===== config.mk =====
export PLATFORM = sky130hd
export DESIGN_NAME = cpu_sequencer
export DESIGN_NICKNAME = d
export VERILOG_FILES = /design/src/rtl/cpu_sequencer.sv
export SDC_FILE = /design/constraint.sdc
export NUM_CORES = 1
export LEC_CHECK = 0
export CORE_MARGIN = 4
export CORE_UTILIZATION = 51
export DETAILED_ROUTE_END_ITERATION = 10
export PLACE_DENSITY = 0.91
export SLEW_MARGIN = 20
export SYNTH_ARGS = -nofsm -noshare
export SYNTH_HDL_FRONTEND = slang
export SYNTH_SLANG_ARGS = --single-unit

===== constraint.sdc =====
create_clock -name clk -period 7.8 [get_ports clk]
set_input_delay 1.17 -clock clk [delete_from_list [all_inputs] [get_ports clk]]
set_output_delay 1.17 -clock clk [all_outputs]
set_load 0.01 [all_outputs]

===== src/rtl/cpu_sequencer.sv =====
`default_nettype none
// ============================================================================
//  Module      : cpu_sequencer
//  Description : Multi-cycle RV32I control unit. Sequences fetch, decode,
//                execute, memory and writeback around an external ALU,
//                register file and a single valid/ready memory port.
//                Optional feature macro: CPU_ILLEGAL_TRAP_EN (illegal opcode
//                halts the core and raises a sticky trap).
//  Revision    : 1.0 - initial release
// ============================================================================
module cpu_sequencer #(
    parameter logic [31:0] RESET_PC = 32'h0000_0000
) (
    input  logic        clk,
    input  logic        reset_n,
    output logic        mem_valid,
    input  logic        mem_ready,
    output logic [31:0] mem_addr,
    output logic [3:0]  mem_wstrb,
    output logic [31:0] mem_wdata,
    input  logic [31:0] mem_rdata,
    output logic [4:0]  rs1_addr,
    output logic [4:0]  rs2_addr,
    input  logic [31:0] rs1_data,
    input  logic [31:0] rs2_data,
    output logic        rd_we,
    output logic [4:0]  rd_addr,
    output logic [31:0] rd_wdata,
    output logic [31:0] alu_instruction,
    output logic [31:0] alu_op_a,
    output logic [31:0] alu_op_b,
    output logic [31:0] alu_pc,
    input  logic [31:0] alu_out,
    output logic        trap
);

    localparam logic [2:0] c_ST_FETCH   = 3'd0;
    localparam logic [2:0] c_ST_DECODE  = 3'd1;
    localparam logic [2:0] c_ST_EXECUTE = 3'd2;
    localparam logic [2:0] c_ST_MEM     = 3'd3;
    localparam logic [2:0] c_ST_WB      = 3'd4;
    localparam logic [2:0] c_ST_HALT    = 3'd5;

    localparam logic [6:0] c_OPC_LOAD   = 7'b0000011;
    localparam logic [6:0] c_OPC_STORE  = 7'b0100011;
    localparam logic [6:0] c_OPC_OP     = 7'b0110011;
    localparam logic [6:0] c_OPC_OP_IMM = 7'b0010011;
    localparam logic [6:0] c_OPC_LUI    = 7'b0110111;
    localparam logic [6:0] c_OPC_AUIPC  = 7'b0010111;
    localparam logic [6:0] c_OPC_JAL    = 7'b1101111;
    localparam logic [6:0] c_OPC_JALR   = 7'b1100111;
    localparam logic [6:0] c_OPC_BRANCH = 7'b1100011;
    localparam logic [6:0] c_OPC_FENCE  = 7'b0001111;
    localparam logic [6:0] c_OPC_SYSTEM = 7'b1110011;

    logic [2:0]  r_state;
    logic [2:0]  w_state_next;
    logic [31:0] r_pc;
    logic [31:0] r_ir;
    logic [31:0] r_op_a;
    logic [31:0] r_op_b;
    logic [31:0] r_res;

    logic [6:0]  w_opcode;
    logic [2:0]  w_funct3;
    logic        w_is_load;
    logic        w_is_store;
    logic        w_is_branch;
    logic        w_is_jump;
    logic        w_writes_rd;
    logic        w_handshake;
    logic [31:0] w_pc_plus4;
    logic [31:0] w_b_imm;
    logic [31:0] w_pc_next;
    logic [7:0]  w_byte;
    logic [15:0] w_half;
    logic [31:0] w_load_data;
    logic [3:0]  w_store_strb;
    logic [31:0] w_store_data;

    assign w_opcode    = r_ir[6:0];
    assign w_funct3    = r_ir[14:12];
    assign w_is_load   = (w_opcode == c_OPC_LOAD);
    assign w_is_store  = (w_opcode == c_OPC_STORE);
    assign w_is_branch = (w_opcode == c_OPC_BRANCH);
    assign w_is_jump   = (w_opcode == c_OPC_JAL) || (w_opcode == c_OPC_JALR);
    assign w_writes_rd = w_is_load || w_is_jump ||
                         (w_opcode == c_OPC_OP) || (w_opcode == c_OPC_OP_IMM) ||
                         (w_opcode == c_OPC_LUI) || (w_opcode == c_OPC_AUIPC);
    assign w_handshake = mem_valid && mem_ready;

    assign w_pc_plus4  = r_pc + 32'd4;
    assign w_b_imm     = {{19{r_ir[31]}}, r_ir[31], r_ir[7], r_ir[30:25], r_ir[11:8], 1'b0};
    // Jumps take the ALU target; branches use the ALU's one-bit decision
    assign w_pc_next   = w_is_jump ? r_res :
                         (w_is_branch && r_res[0]) ? (r_pc + w_b_imm) : w_pc_plus4;

    // The external ALU and register file always see registered values
    assign rs1_addr        = r_ir[19:15];
    assign rs2_addr        = r_ir[24:20];
    assign rd_addr         = r_ir[11:7];
    assign alu_instruction = r_ir;
    assign alu_op_a        = r_op_a;
    assign alu_op_b        = r_op_b;
    assign alu_pc          = r_pc;

    // Load lane extraction and sign/zero extension from the returned word
    always_comb begin
        w_half = r_res[1] ? mem_rdata[31:16] : mem_rdata[15:0];
        case (r_res[1:0])
            2'd0:    w_byte = mem_rdata[7:0];
            2'd1:    w_byte = mem_rdata[15:8];
            2'd2:    w_byte = mem_rdata[23:16];
            default: w_byte = mem_rdata[31:24];
        endcase
        case (w_funct3)
            3'b000:  w_load_data = {{24{w_byte[7]}}, w_byte};
            3'b001:  w_load_data = {{16{w_half[15]}}, w_half};
            3'b100:  w_load_data = {24'd0, w_byte};
            3'b101:  w_load_data = {16'd0, w_half};
            default: w_load_data = mem_rdata;
        endcase
    end

    // Store byte enables and lane-replicated write data
    always_comb begin
        case (w_funct3[1:0])
            2'b00: begin
                w_store_strb = 4'b0001 << r_res[1:0];
                w_store_data = {4{r_op_b[7:0]}};
            end
            2'b01: begin
                w_store_strb = 4'b0011 << {r_res[1], 1'b0};
                w_store_data = {2{r_op_b[15:0]}};
            end
            default: begin
                w_store_strb = 4'b1111;
                w_store_data = r_op_b;
            end
        endcase
    end

    // State register
    always_ff @(posedge clk or negedge reset_n) begin
        if (!reset_n) r_state <= c_ST_FETCH;
        else          r_state <= w_state_next;
    end

`ifdef CPU_ILLEGAL_TRAP_EN
    logic w_legal;
    assign w_legal = (w_opcode == c_OPC_LOAD)   || (w_opcode == c_OPC_STORE)  ||
                     (w_opcode == c_OPC_OP)     || (w_opcode == c_OPC_OP_IMM) ||
                     (w_opcode == c_OPC_LUI)    || (w_opcode == c_OPC_AUIPC)  ||
                     (w_opcode == c_OPC_JAL)    || (w_opcode == c_OPC_JALR)   ||
                     (w_opcode == c_OPC_BRANCH) || (w_opcode == c_OPC_FENCE)  ||
                     (w_opcode == c_OPC_SYSTEM);
`endif

    // Next-state logic
    always_comb begin
        w_state_next = r_state;
        case (r_state)
            c_ST_FETCH:   if (w_handshake) w_state_next = c_ST_DECODE;
            c_ST_DECODE:  w_state_next = c_ST_EXECUTE;
            c_ST_EXECUTE: begin
`ifdef CPU_ILLEGAL_TRAP_EN
                if (!w_legal)                       w_state_next = c_ST_HALT;
                else if (w_is_load || w_is_store)   w_state_next = c_ST_MEM;
                else                                w_state_next = c_ST_WB;
`else
                if (w_is_load || w_is_store)        w_state_next = c_ST_MEM;
                else                                w_state_next = c_ST_WB;
`endif
            end
            c_ST_MEM:     if (w_handshake) w_state_next = c_ST_WB;
            c_ST_WB:      w_state_next = c_ST_FETCH;
            c_ST_HALT:    w_state_next = c_ST_HALT;
            default:      w_state_next = c_ST_FETCH;
        endcase
    end

    // Bus and writeback outputs; the request drops as soon as reset asserts
    always_comb begin
        mem_valid = reset_n && ((r_state == c_ST_FETCH) || (r_state == c_ST_MEM));
        mem_addr  = r_pc;
        mem_wstrb = 4'd0;
        mem_wdata = 32'd0;
        rd_we     = 1'b0;
        rd_wdata  = 32'd0;
        case (r_state)
            c_ST_MEM: begin
                mem_addr = {r_res[31:2], 2'b00};
                if (w_is_store) begin
                    mem_wstrb = w_store_strb;
                    mem_wdata = w_store_data;
                end
            end
            c_ST_WB: begin
                if (w_writes_rd) begin
                    rd_we    = (r_ir[11:7] != 5'd0);
                    rd_wdata = w_is_jump ? w_pc_plus4 : r_res;
                end
            end
            default: ;
        endcase
    end

    // Datapath registers: pc, instruction, operands and result
    always_ff @(posedge clk or negedge reset_n) begin
        if (!reset_n) begin
            r_pc   <= RESET_PC;
            r_ir   <= 32'd0;
            r_op_a <= 32'd0;
            r_op_b <= 32'd0;
            r_res  <= 32'd0;
        end else begin
            case (r_state)
                c_ST_FETCH:   if (w_handshake) r_ir <= mem_rdata;
                c_ST_DECODE: begin
                    r_op_a <= rs1_data;
                    r_op_b <= rs2_data;
                end
                c_ST_EXECUTE: r_res <= alu_out;
                c_ST_MEM:     if (w_handshake && w_is_load) r_res <= w_load_data;
                c_ST_WB:      r_pc <= w_pc_next;
                default: ;
            endcase
        end
    end

`ifdef CPU_ILLEGAL_TRAP_EN
    logic r_trap;
    // Sticky trap flag, set when an illegal opcode reaches execute
    always_ff @(posedge clk or negedge reset_n) begin
        if (!reset_n)                                  r_trap <= 1'b0;
        else if ((r_state == c_ST_EXECUTE) && !w_legal) r_trap <= 1'b1;
    end
    assign trap = r_trap;
`else
    assign trap = 1'b0;
`endif

endmodule
`default_nettype wire


==> metrics <==
Synth warnings 0; Fmax 185.2 MHz; Seq cells post-synth 163; Critical Path RT 6630 ps; die width 156.0 um; H-tree levels 4; post-CTS resize count 0; DR vias/cell 6.079; Sw Ratio 45.41%; initial drt markers 1,009; critical-path maximum fanout 55; Period minus WS final 5401 ps; CTS Buf Count 17; static leakage power 6.462 nW; actual slew at the worst max-slew pin 1116 ps; switching pwr 2.872 mW; post-synth top area cell dfrtp_1; vias in the first global route 11,860; part of the power in registers 29.3%; Rel. slew slack 25.62%; CTS tree built; RR Startpoint alu_instruction[31]$_DFFE_PN0P_; Syn Std Cell Area 11,180 um2; I/O Buffers 375; area occupied by multi-input gates 6581 um2; Filler Cells Inserted 1,581; Final nets 1,788; class of the worst hold path reg2reg; Starting Density 52.50%; share of synthesized area spent on multiplexers 11.59%; Final Max Tran Viols 0; Avg Synthesized Cell Area 8.441 um2; Seq/Total Area, Yosys 36.50%; Setup-failing EPs final 0; Post-CTS Setup Bufs 0; post-synthesis xor/xnor area fraction 4.232%; Die H 156.0 um; Post-DRT Antenna Nets 0; Compound-Gate Fraction of Synth Area 19.59%; DR vias 11,640; Ports 377; gpl congestion 0.9321; Pwr Density 406.7 nW/um2; post-synthesis async set-or-reset flop share 100.0%; peak supply drop 0.2446 mV; DRC violations left 0; all-layer global routing usage 35.11%; arrival time at the worst endpoint 4230 ps; most common cell in the synthesized netlist nand2_1; Total Wirelength 43,170 um; Core Rows 53; Syn Inst Count 1,324; final worst-path cycle share 69.24%; clock buffer depth 2; Worst setup startpoint r_state[1]$_DFFE_PN0P_; Layout Cells excl Fill 1,915; Post-Synth Adder-Cell Area 3.650%; share of cells above drive strength 1 11.11%; CP startpoint kind register; status finished, final reports clean; placed cells 1,881; global-route wire length before repair 67,190 um; CP endpoint kind output pin; register area 4080 um2; DR WL/cell 22.54 um; top cells by area, synth dfrtp_1 (36%), mux2_2 (9.8%), nand2_1 (7.9%), o21ai_0 (4.8%), a21oi_1 (4.5%); drt first pass iters 6; final core occ 73.03%; initial antenna violation count 3; clk slew on worst S/H paths 90 ps; ys flop type dfrtp_1; Crit Path Class reg2out; most frequent cells after synthesis nand2_1 (235), dfrtp_1 (163), nor2_1 (129); CORE AREA 21,290 um2; synth-to-layout area growth 39.11%; largest net degree at the start of global routing 82; RSZ-0062 raised after global routing no; hold path startpoint alu_op_a[9]$_DFFE_PN0P_; Final Skew 15.75 ps; die area 24,350 um2; worst-skew pair later-pin latency 430 ps; combinational share of power 57.1%; root buffer cell clkbuf_16; internal power 3.452 mW; Congestion Overflow GR 0; DP HPWL 32,530 um; cts hold-fix bufs 0; Synth Area in Simple Gates 19.56%; final setup TNS 0 ps; MaxCap Viol Count 0; TritonCTS Sinks 163; Netlist cell types 78; syn_nets 1,487; Post-synth EDFFs 0; main combinational cell family by area after synthesis compound AO/OA/AOI/OAI gates; Fin. Hold Viols 0; clock power share 13.6%; share of Yosys cell area claimed by the top area cell type 36.50%
==> kinds of logic after synthesis <==
| kind of cell | after synthesis |
|---|---|
| DFF | 163 |
| buffers and inverters | 123 |
| muxes | 116 |
| and+or+nand+nor | 485 |
| adders and majority gates | 32 |
| xor gates and xnor gates | 54 |
| other | 1 |
| AOI/OAI and AO/OA | 350 |
==> state kept, by name, indices dropped and copies added (netlist names) <==
name / count
r_res: 32
alu_op_b: 32
r_state: 3
alu_pc: 32
alu_op_a: 32
alu_instruction: 32
==> cell usage in the layout, fill, tap and decap left out, drive strengths merged, types with 28 or more instances in the layout <==
cell type	netlist	routed
clkdlybuf4s50	0	374
nand2	235	235
dfrtp	163	163
nor2	131	131
o21ai	113	113
a21oi	101	101
mux2	97	97
a211oi	33	33
ha	31	31
xnor2	28	28
==> power groups by stage <==
stage	clock (mW)	combinational [mW]	sequential, mW
after floorplan	0	2.08	1.74
after global placement	0	3.49	1.80
after detailed placement	0	3.57	1.83
after CTS	0.870	3.60	1.82
after global routing	0.909	3.91	1.90
final	0.862	3.61	1.85
==> routing by layer <==
layer / GRT usage (%) / vias to the layer above / share of wire (%)
met2: 58.90 / 686 / 49
met5: 0 / - / 0.030
met1: 43.54 / 5568 / 36
li1: - / 5238 / -
met4: 15.42 / 2 / 4.9
met3: 7.795 / 148 / 10
==> metrics by stage <==
stage	power [mW]	hold WS, ps	area (um2)	setup WS (ps)
final	6.323	513.3	15550	2399
after global routing	6.712	534.1	15550	2175
after global placement	5.288	489.4	14920	2974
after floorplan	3.824	488.2	11180	4356
after CTS	6.289	516.2	15530	2187
after detailed placement	5.401	498.7	14920	2683
==> worst max-delay path, stage by stage, from the launching register on <==
cell and delay, ps:
dfrtp_1 520, nor2b_1 480, and2_2 990, nand3_2 790, a21oi_1 400, clkdlybuf4s50_1 600
==> area by class of cell <==
type	instances	area share (%)
Inverter	16	0.3863
Timing Repair Buffer	389	24.83
Sequential cell	163	26.25
Antenna cell	2	0.03219
Clock buffer	17	2.736
Clock inverter	15	1.223
Tap cell	275	2.213
Multi-Input combinational cell	1038	42.33
==> path summary, 6_finish.rpt <==
path                                                   endpoint  slack (ps)  cells after the start
max in group asynchronous       alu_instruction[14]$_DFFE_PN0P_        5110                      3
worst min register to register          alu_op_a[9]$_DFFE_PN0P_         510                      1
worst min-delay path                    alu_op_a[9]$_DFFE_PN0P_         510                      1
min in group asynchronous              alu_op_a[24]$_DFFE_PN0P_         670                      1
worst max register to register           alu_pc[31]$_DFFE_PN0P_        4270                     10
worst max-delay path                               mem_wstrb[2]        2400                      5
(Power assumes the default switching activity.)
==> RTL change, RTL diff (same settings) <==
Add a define of `CPU_ILLEGAL_TRAP_EN`.
--- a/src/rtl/cpu_sequencer.sv
+++ b/src/rtl/cpu_sequencer.sv
@@ -10,2 +10,4 @@
 // ============================================================================
+`define CPU_ILLEGAL_TRAP_EN
+
 module cpu_sequencer #(
Formal check against the unedited RTL: not equivalent (Yosys sat finds a counterexample within 4 cycles, from zero or initial values and one cycle with reset_n low).
==> RTL change against the original RTL <==
- critical path depth increased by 1
- design area increased by 1.1%
- cell count increased by 2.7%
- sequential cell count increased by 1
- routed wire length increased by 5.9%
- setup slack improved by 0.60 ns
- area after synthesis increased by 1.3%
- critical endpoint is now mem_wdata[6]
- highest routed layer unchanged
Power is left out: it rests on default switching activity, and per cell area and clock period it moved more than threefold.
==> RTL change: results (changes against the original RTL) <==
stage,metric,value,unit,change
sta,max_slew.worst_pin.slew,1.039,ns,-0.07641 ns
clocking,cts_setup_buffers,0,,unchanged
clocking,clkTransAtPathRegs,0.07,ns,-0.02 ns
sta,finalClockSkew,0.008751,ns,-0.006995 ns
placement,dp_hpwl,34190,um,+5.1%
global_routing,grt_start_max_net_pins,77,,-6.1%
routing,dr_total_vias,12030,,+3.3%
placement,port_buffer_cells,376,,+0.27%
outcome,run_status,completed,,
clocking,h-tree-depth,4,,unchanged
setup_path,critical-path-max-stage-delay,0.92,ns,-0.07 ns
setup_path,timing.critical_path.arrival,3.63,ns,-0.60 ns
min_path,min_delay_path_depth,1,,unchanged
setup_path,worstPathMaxFanout,63,,+15%
cells_and_area,drive_gt1_frac,0.1041,,-0.007006
cells_and_area,num-nets-final,1831,,+2.4%
global_routing,global_route.usage.total,0.3573,,+0.006146
synth,netlist-cell-type-count,71,,-9.0%
global_routing,grt_first_pass_wirelength,67920,um,+1.1%
synth,post_synth_fa_ha_maj_area_fraction,0.03601,,-0.0004838
synth,syn-num-nets,1524,,+2.5%
synth,post_synth_mux_area_share,0.1177,,+0.001778
clocking,clock-root-buffer,clkbuf_16,,
synth,synth-async-reset-ratio,1.000,,unchanged
clocking,cts_buffer_depth,2,,unchanged
placement,placed_cell_area,0.01510,mm^2,+1.2%
setup_path,worst-r2r-cell-count,9,,-1
synth,ys_seq_area_frac,0.3624,,-0.002629
routing,route.detailed.wl_per_inst,23.23,um,+3.1%
synth,synth_area_leaders,"dfrtp_1 (36%), mux2_2 (9.4%), nand2_1 (8.4%)",,
synth,synth_xor_area_frac,0.03480,,-0.007521
synth,ys_warn_count,0,,unchanged
synth,synth.cells.most_frequent,"nand2_1 (254), dfrtp_1 (164), nor2_1 (123), a21oi_1 (108), o21ai_0 (104)",,
placement,gp_routability_congestion,1.005,,+7.8%
routing,drt_iter0_drc,1015,,+0.59%
clocking,worst_skew_pair.late_latency,0.43,ns,about the same
setup_path,master_of_the_slowest_instance_on_the_critical_path,nor3_1,,
min_path,timing.hold.worst.class,reg2reg,,
synth,synth_compound_gate_area_share,0.1938,,-0.002155
cells_and_area,fill_cells,1610,,+1.8%
clocking,cts_inserted_buffers,17,,unchanged
routing,drt_first_pass_iters,7,,+1
global_routing,antenna_found_initial,8,,+5
clocking,cts-resized-gates,0,,unchanged
setup_path,cpLargestDelayFamily,simple AND/OR/NAND/NOR gates,,
synth,synth_ff_type,dfrtp_1,,
[RTL change: cell type report]
cell class | count | area (um^2) | area share
well taps | 280 | 350.3 | 0.02230
multi-input cells | 1076 | 6706 | 0.4269
diodes | 6 | 15.01 | 0.0009557
clock buffers | 18 | 429.2 | 0.02732
inverters | 19 | 71.32 | 0.004540
clock inverters | 14 | 162.7 | 0.01035
flip-flops and latches | 164 | 4105 | 0.2613
repair buffers | 390 | 3870 | 0.2463
[RTL change: worst paths after layout]
check	slack [ns]	end	startpoint
max in group asynchronous	5.82	r_res[12]	reset_n
worst min register to register	0.49	trap	trap
min in group asynchronous	0.73	alu_pc[10]	reset_n
worst min-delay path	0.49	trap	trap
worst max-delay path	3.00	mem_wdata[6]	r_state[1]
worst max register to register	4.56	alu_pc[25]	alu_instruction[31]
[RTL change: layer usage]
layer	track usage	routed length (um)	up-vias
met4	0.1536	1963	2
met1	0.4333	16740	5794
met3	0.09376	4358	117
met2	0.6034	22620	693
met5	0	13	-
li1	-	-	5419
[RTL change: logic make-up after synthesis]
logic type | after synthesis
AO/OA/AOI/OAI | 361
AND/OR/NAND/NOR | 518
multiplexers | 120
adder cells (fa/ha/maj) | 32
flip-flops | 164
buffers and inverters | 121
XOR/XNOR | 45
[RTL change: stage by stage]
stage	hold slack, ns	util	cells	worst slack [ns]
floorplan	0.4825	-	1361	4.717
global placement	0.4645	0.6917	1929	3.671
detailed placement	0.4716	0.6918	1929	3.580
CTS	0.4953	0.7190	1961	3.108
global route	0.5336	0.7199	1967	2.873
finish	0.4916	0.7199	1967	3.004
